==> config.mk <==
export PLATFORM = sky130hd
export DESIGN_NAME = wb_timer16
export DESIGN_NICKNAME = d
export VERILOG_FILES = /design/src/rtl/wb_timer16.sv
export SDC_FILE = /design/constraint.sdc
export NUM_CORES = 1
export LEC_CHECK = 0
export ABC_AREA = 1
export BUFFER_PORTS_ARGS = -buffer_cell sky130_fd_sc_hd__buf_2
export CAP_MARGIN = 10
export CORE_ASPECT_RATIO = 0.75
export CORE_MARGIN = 2
export CORE_UTILIZATION = 50
export DETAILED_ROUTE_END_ITERATION = 7
export PLACE_DENSITY = 0.67
export SKIP_CTS_REPAIR_TIMING = 1
export SLEW_MARGIN = 5
export SYNTH_ARGS = -nofsm -noshare
export SYNTH_HDL_FRONTEND = slang
export SYNTH_SLANG_ARGS = --single-unit
==> constraint.sdc <==
create_clock -name clk_i -period 5.38 [get_ports clk_i]
set_input_delay 1.614 -clock clk_i [delete_from_list [all_inputs] [get_ports clk_i]]
set_output_delay 1.614 -clock clk_i [all_outputs]
set_load 0.005 [all_outputs]
==> src/rtl/wb_timer16.sv <==
// 16-bit WISHBONE timer/counter: prescaled up-counter with compare/clear-on-match,
// overflow and compare flags, and an interrupt request released by the CPU acknowledge.
module wb_timer16 #(
    parameter logic [7:0] ADR_BASE = 8'h00,
    parameter int         PRESC_W  = 10
) (
    input  logic       clk_i,
    input  logic       rst_i,
    input  logic [7:0] wb_adr_i,
    input  logic [7:0] wb_dat_i,
    output logic [7:0] wb_dat_o,
    input  logic       wb_stb_i,
    input  logic       wb_we_i,
    output logic       wb_ack_o,
    output logic       irq_req_o,
    input  logic       irq_ack_i
);
    localparam logic [2:0] IDX_CTRL = 3'd0;
    localparam logic [2:0] IDX_STAT = 3'd1;
    localparam logic [2:0] IDX_CNTL = 3'd2;
    localparam logic [2:0] IDX_CNTH = 3'd3;
    localparam logic [2:0] IDX_CMPL = 3'd4;
    localparam logic [2:0] IDX_CMPH = 3'd5;

    logic [2:0]         cs_q, cs_d;
    logic               ctc_q, ctc_d;
    logic               cmpie_q, cmpie_d;
    logic               ovfie_q, ovfie_d;
    logic               ovf_q, ovf_d;
    logic               cmpf_q, cmpf_d;
    logic [15:0]        cnt_q, cnt_d;
    logic [15:0]        cmp_q, cmp_d;
    logic [7:0]         temp_q, temp_d;
    logic [PRESC_W-1:0] presc_q, presc_d;
    logic               ack_q, ack_d;
    logic [7:0]         dat_q, dat_d;
    logic               irq_q, irq_d;

    logic       acc, wr, rd, run, tick, psr_wr;
    logic       ovf_set, cmpf_set, ovf_clr, cmpf_clr;
    logic [2:0] idx;

    // Bus access decode; a held strobe is re-accepted only after the ack cycle.
    always_comb begin
        idx = wb_adr_i[2:0];
        acc = wb_stb_i && (wb_adr_i[7:3] == ADR_BASE[7:3]) && !ack_q;
        wr  = acc && wb_we_i;
        rd  = acc && !wb_we_i;
    end

    always_comb begin
        run = (cs_q >= 3'd1) && (cs_q <= 3'd5);
        case (cs_q)
            3'd1:    tick = 1'b1;
            3'd2:    tick = &presc_q[2:0];
            3'd3:    tick = &presc_q[5:0];
            3'd4:    tick = &presc_q[7:0];
            3'd5:    tick = &presc_q[9:0];
            default: tick = 1'b0;
        endcase
        psr_wr  = wr && (idx == IDX_CTRL) && wb_dat_i[6];
        presc_d = (!run || psr_wr) ? '0 : presc_q + PRESC_W'(1);
    end

    always_comb begin
        cs_d     = cs_q;
        ctc_d    = ctc_q;
        cmpie_d  = cmpie_q;
        ovfie_d  = ovfie_q;
        cnt_d    = cnt_q;
        cmp_d    = cmp_q;
        temp_d   = temp_q;
        cmpf_set = 1'b0;
        ovf_set  = 1'b0;
        cmpf_clr = 1'b0;
        ovf_clr  = 1'b0;
        dat_d    = 8'h00;

        // Overflow fires whenever a tick leaves 16'hFFFF, whether by wrap or by CTC clear.
        if (tick) begin
            cmpf_set = (cnt_q == cmp_q);
            ovf_set  = (cnt_q == 16'hFFFF);
            cnt_d    = (ctc_q && (cnt_q == cmp_q)) ? 16'h0000 : cnt_q + 16'd1;
        end

        if (wr) begin
            case (idx)
                IDX_CTRL: {ovfie_d, cmpie_d, ctc_d, cs_d} = wb_dat_i[5:0];
                IDX_STAT: begin
                    ovf_clr  = wb_dat_i[0];
                    cmpf_clr = wb_dat_i[1];
                end
                IDX_CNTL: begin
                    cnt_d    = {temp_q, wb_dat_i};
                    cmpf_set = 1'b0;
                    ovf_set  = 1'b0;
                end
                IDX_CNTH, IDX_CMPH: temp_d = wb_dat_i;
                IDX_CMPL: cmp_d = {temp_q, wb_dat_i};
                default: ;
            endcase
        end

        if (rd) begin
            case (idx)
                IDX_CTRL: dat_d = {2'b00, ovfie_q, cmpie_q, ctc_q, cs_q};
                IDX_STAT: dat_d = {6'b000000, cmpf_q, ovf_q};
                IDX_CNTL: begin
                    dat_d  = cnt_q[7:0];
                    temp_d = cnt_q[15:8];
                end
                IDX_CNTH: dat_d = temp_q;
                IDX_CMPL: dat_d = cmp_q[7:0];
                IDX_CMPH: dat_d = cmp_q[15:8];
                default:  dat_d = 8'h00;
            endcase
        end

        if (irq_ack_i) begin
            if (cmpf_q && cmpie_q)
                cmpf_clr = 1'b1;
            else if (ovf_q && ovfie_q)
                ovf_clr = 1'b1;
        end

        // A hardware set outranks any clear in the same cycle.
        cmpf_d = (cmpf_q && !cmpf_clr) || cmpf_set;
        ovf_d  = (ovf_q && !ovf_clr) || ovf_set;
        irq_d  = (cmpf_q && cmpie_q) || (ovf_q && ovfie_q);
        ack_d  = acc;
    end

    always_ff @(posedge clk_i or posedge rst_i) begin
        if (rst_i) begin
            cs_q    <= 3'd0;
            ctc_q   <= 1'b0;
            cmpie_q <= 1'b0;
            ovfie_q <= 1'b0;
            ovf_q   <= 1'b0;
            cmpf_q  <= 1'b0;
            cnt_q   <= 16'h0000;
            cmp_q   <= 16'h0000;
            temp_q  <= 8'h00;
            presc_q <= '0;
            ack_q   <= 1'b0;
            dat_q   <= 8'h00;
            irq_q   <= 1'b0;
        end else begin
            cs_q    <= cs_d;
            ctc_q   <= ctc_d;
            cmpie_q <= cmpie_d;
            ovfie_q <= ovfie_d;
            ovf_q   <= ovf_d;
            cmpf_q  <= cmpf_d;
            cnt_q   <= cnt_d;
            cmp_q   <= cmp_d;
            temp_q  <= temp_d;
            presc_q <= presc_d;
            ack_q   <= ack_d;
            dat_q   <= dat_d;
            irq_q   <= irq_d;
        end
    end

    assign wb_dat_o  = dat_q;
    assign wb_ack_o  = ack_q;
    assign irq_req_o = irq_q;
endmodule

* Word-level counts from Yosys, hierarchy flattened
Index checks and enable logic that the tools add are counted.
** Cells by class
- Add/subtract/negate cells :: 2
- Magnitude comparators :: 2
- Eq/ne operators :: 12
- Mux-type cells :: 27
- Reduce and logical (&&, ||, !) cells :: 30
** Operators by type and width (number)
- 16-bit two-way mux :: 4
- 8-bit one-hot mux with 6 select lines :: 1
- 8-bit two-way mux :: 5
- 16-bit by 1-bit adder with 16-bit output (second input constant) :: 1
- 16-bit equality test :: 1
- 16-bit equality test (second input constant) :: 1
- 1-bit two-way mux :: 15
- 3-bit by 2-bit equality test with 1-bit output (second input constant) :: 4
- 3-bit equality test (second input constant) :: 4
- 1-bit logical AND :: 12
- 10-bit by 1-bit adder with 10-bit output (second input constant) :: 1
- 10-bit two-way mux :: 1
- 10-bit AND reduction :: 1
- 8-bit AND reduction :: 1
- 3-bit by 1-bit equality test with 1-bit output (second input constant) :: 2
- 6-bit AND reduction :: 1
- 1-bit logical NOT :: 5
- 5-bit logical NOT :: 1
- 1-bit one-hot mux with 5 select lines :: 1
- 1-bit logical OR :: 4
- 2-bit AND reduction :: 2
- 3-bit by 1-bit >= comparator with 1-bit output (second input constant) :: 1
- 3-bit <= comparator (second input constant) :: 1
- 3-bit logical NOT :: 1
- other kinds (2) :: 2
** Word-level totals
- Flip-flop bits (word level) :: 68
- Bits of input ports :: 21
- Output and inout port bits :: 10

* Longest topological paths before layout
- Word-level depth :: 11
- Mapped depth :: 11
- Mapped depth without buffers :: 11

* Worst setup path before layout
OpenSTA, ideal clock, no wires.
- Kind :: input -> register
- From :: input port wb_adr_i[6]
- To :: register cnt_q[10]
- Library setup time :: 120 ps
- Data arrival time :: 2558 ps
- Setup slack :: 2702 ps
- Stages :: 9
- Buffers on the path :: 1
- Cell sequence :: nor2_1 nand2_2 nor2_4 nand2_2 nor2_8 inv_6 buf_2 nor2_1 a21oi_2
** On the way
- Word-level cells in the longest chain between the ends :: 5
** Ends and longest elaborated chain
- start: declaration :: RTL line 9 : input logic [7:0] wb_adr_i,
- 5-bit logical NOT :: RTL line 46 : acc = wb_stb_i && (wb_adr_i[7:3] == ADR_BASE[7:3]) && !ack_q;
- 1-bit logical AND (2 in a row) :: RTL line 46
- net acc :: RTL line 39 : logic acc, wr, rd, run, tick, psr_wr;
- 1-bit logical AND :: RTL line 47 : wr = acc && wb_we_i;
- 16-bit two-way mux :: RTL line 86 : if (wr) begin
- net cnt_d[10] :: RTL line 31 : logic [15:0] cnt_q, cnt_d;
- end signal: assignment :: RTL line 155 : cnt_q <= cnt_d;
- end: declaration :: RTL line 31
The timed path passes the listed nets, and every way through them passes these cells.
A chain may end at the register's enable or synchronous reset.

* Worst setup path after layout
- From :: input port wb_adr_i[6]
- To :: register cmp_q[15]
** On the way
- Word-level cells in the longest chain between the ends :: 5
** Ends and longest elaborated chain
- 5-bit logical NOT :: RTL line 46
- 1-bit logical AND (2 in a row) :: RTL line 46
- net acc :: RTL line 39
- 1-bit logical AND :: RTL line 47
- 2-bit AND reduction (no line)
- end signal: assignment :: RTL line 156 : cmp_q <= cmp_d;
- end: declaration :: RTL line 32 : logic [15:0] cmp_q, cmp_d;
The timed path passes the listed nets, and every way through them passes these cells.

==> impl_metrics.toml <==
[clocking]
path_clk_slew_ns = 0.07
cts_buffer_depth = 2
cts_made_buffers = 9
clock_latency_ns = 0.36
clock-sinks = 68
cts-root-buf = "clkbuf_8"
htreeDepth = 3
cts_tree = "built"

[die]
core_area_um2 = 7920
num_rows = 28
io_pins = 31
dieArea_um2 = 8940
initial_core_util_pct = 51.7
die_w_um = 109
die_y_um = 82.4

[sta]
rsz0062_at_grt = "no"
hold_viol_final = 0
worst_pin_slew_ns = 0.647
max_freq_mhz = 332
period_needed_ns = 3.01
drv_slew = 0
slew_headroom_pct = 56.8
setup_tns_ns = 0
skew_ns = 0.0121
period_share_pct = 56.0
setup_viol = 0

[synthesis]
synth_seq_area_share_pct = 41.6
yosysUniqueCellTypes = 40
synth_fp_nets = 573
synth_ff_type = "dfrtp_1"
ys_ff_latch = 68
syn_inst = 549
synth_edf_count = 0
async_flop_share_pct = 100
syn_area_per_cell_um2 = 7.46
synth_area_um2 = 4100
ys_warn_count = 0

[placement]
gp_congestion = 0.880
io_buffers = 30
dp_hpwl_um = 7970

[worst_hold_path]
min_path_type = "reg2reg"

[global_routing]
grt_pass1_wl_um = 17700
grt_max_degree = 40
first_global_vias = 3535
grt_util_all_layers_pct = 26.7
antenna_found_initial = 0
gr-total-overflow = 0

[critical_path]
cp_common_cell = "nand2_2"
end_kind = "register"
worst_ep_arrival_time_ns = 3.25
worstSetupPathType = "in2reg"
worstPathRequired_ns = 5.62
cp_max_fo = 17
path_buf_inv = 2
slowest_delay_ns = 0.43
crit_family = "simple AND/OR/NAND/NOR gates"
cp-start-kind = "input port"
slowest_stage = "nor2_2"
path_cells = "buf_2 -> nor2_1 -> nand2_2 -> nor2_4 -> nand2_2 -> nor2_2 -> buf_4 -> mux2_2"

[route]
drcViolationCount = 0
vias_per_cell = 5.42
dr.pass1.iters = 6
wl_per_cell_um = 15.6
wirelength_um = 10800
dr.first_iter.drc_count = 358
ant_nets = 0
vias = 3744

[job]
cap_violations = 0

[power]
vdd_drop_max_mv = 0.303
power_density_nw_per_um2 = 318
leakage_uw = 0.00235

[cells_and_area]
layout.nets = 605
post-route-util_pct = 57.9
diodes = 0
area_delta_synth_final_pct = 11.9
layout-drive-gt1-share_pct = 18.3

[status]
outcome = "complete, no violations"
==> area by class of cell <==
type,count,area [µm²]
fill,766,3340
multi-input combinational,399,2040
timing repair buffer,32,165
tap,105,131
clock buffer,10,138
inverter,71,272
clock inverter,6,135
sequential,68,1700
==> logic make-up after synthesis <==
logic type	count (synthesis)	share of synthesized area (%)
flops	68	41.6
simple gates	304	34.5
compound gates	79	11.5
xor+xnor	12	2.57
mux	1	0.275
buf+inv	82	8.65
fa+ha+maj	3	0.917
==> routing by layer <==
metal | share of wire [%] | wire length (µm) | vias up | GRT usage [%]
li1 | - | - | 1811 | -
met1 | 46 | 4940 | 1772 | 37.2
met2 | 44 | 4800 | 142 | 42.0
met3 | 8.3 | 901 | 19 | 6.04
met4 | 1.6 | 169 | 0 | 7.31
met5 | 0 | 0 | - | 0
==> power breakdown <==
group	internal [µW]	switching (µW)	leakage [µW]
Sequential	545	45.8	0.000769
Combinational	98.3	196	0.00145
Clock	367	204	0.000129
==> per-stage QoR <==
| step | area (µm²) | cells | worst slack (ns) | hold slack (ns) | power, µW |
|---|---|---|---|---|---|
| after floorplan | 4100 | 549 | 2.05 | 0.461 | 806 |
| after CTS | 4580 | 691 | 2.39 | 0.496 | 1460 |
| final | 4580 | 691 | 2.37 | 0.499 | 1460 |
| after global routing | 4580 | 691 | 2.27 | 0.549 | 1530 |
| after global placement | 4310 | 675 | 2.05 | 0.480 | 884 |
| after detailed placement | 4310 | 675 | 2.02 | 0.481 | 888 |
==> path summary, 6_finish.rpt <==
check | from | slack, ns | cells after the start | to
max in group asynchronous | rst_i | 3.09 | 3 | cnt_q[2]$_DFF_PP0_
min in group asynchronous | rst_i | 1.34 | 2 | cmp_q[11]$_DFFE_PP0P_
min reg2reg | cmpf_q$_DFF_PP0_ | 0.50 | 2 | irq_req_o$_DFF_PP0_
min | cmpf_q$_DFF_PP0_ | 0.50 | 2 | irq_req_o$_DFF_PP0_
max | wb_adr_i[6] | 2.37 | 8 | cmp_q[15]$_DFFE_PP0P_
max reg2reg | presc_q[0]$_DFF_PP0_ | 3.37 | 9 | cnt_q[7]$_DFF_PP0_
==> cells in the final DEF, fill, tap and decap left out, types with 12 or more instances in the layout <==
| cell type | count |
|---|---|
| a21oi_1 | 14 |
| buf_2 | 30 |
| dfrtp_1 | 68 |
| inv_1 | 58 |
| nand2_1 | 140 |
| nand3_1 | 22 |
| nand3_2 | 12 |
| nor2_1 | 94 |
| o21ai_0 | 29 |
==> state kept, by name (all words and copies together), names as in the netlist <==
signal	count
ctc_q	1
ovf_q	1
cmp_q	16
irq_req_o	1
cmpf_q	1
presc_q	10
wb_ack_o	1
cmpie_q	1
temp_q	8
ovfie_q	1
cs_q	3
wb_dat_o	8
cnt_q	16
==> Yosys cell counts, types with 2 or more instances <==
cell type / instances / area share, %
nand3_2: 12 / 2.9
o21ai_0: 29 / 3.5
nand2_2: 8 / 1.2
a21oi_1: 14 / 1.7
a21oi_2: 10 / 2.1
a211oi_1: 2 / 0.37
a221oi_1: 2 / 0.43
nor2_2: 5 / 0.76
nand3_4: 2 / 0.86
o22ai_1: 11 / 1.7
nand3_1: 22 / 2.7
inv_2: 10 / 0.92
nor3_1: 4 / 0.49
ha_1: 3 / 0.92
xor2_1: 10 / 2.1
nand4_1: 6 / 0.92
buf_6: 4 / 1.1
nor2_1: 94 / 8.6
xnor2_1: 2 / 0.43
nand2_1: 140 / 13
a31oi_1: 2 / 0.31
nor3_2: 2 / 0.49
buf_2: 6 / 0.73
nor2_4: 3 / 0.82
dfrtp_1: 68 / 42
inv_1: 59 / 5.4
o21ai_1: 6 / 0.73
==> worst register-to-register path: stages (launching register included) <==
cell     delay (ns)
dfrtp_1        0.43
ha_1           0.25
ha_1           0.19
nor2_1         0.08
nor2_1         0.06
o21ai_2        0.07
nand3_4        0.40
nor2_1         0.23
nor2_1         0.07
a21oi_2        0.16
(Power assumes the default switching activity.)
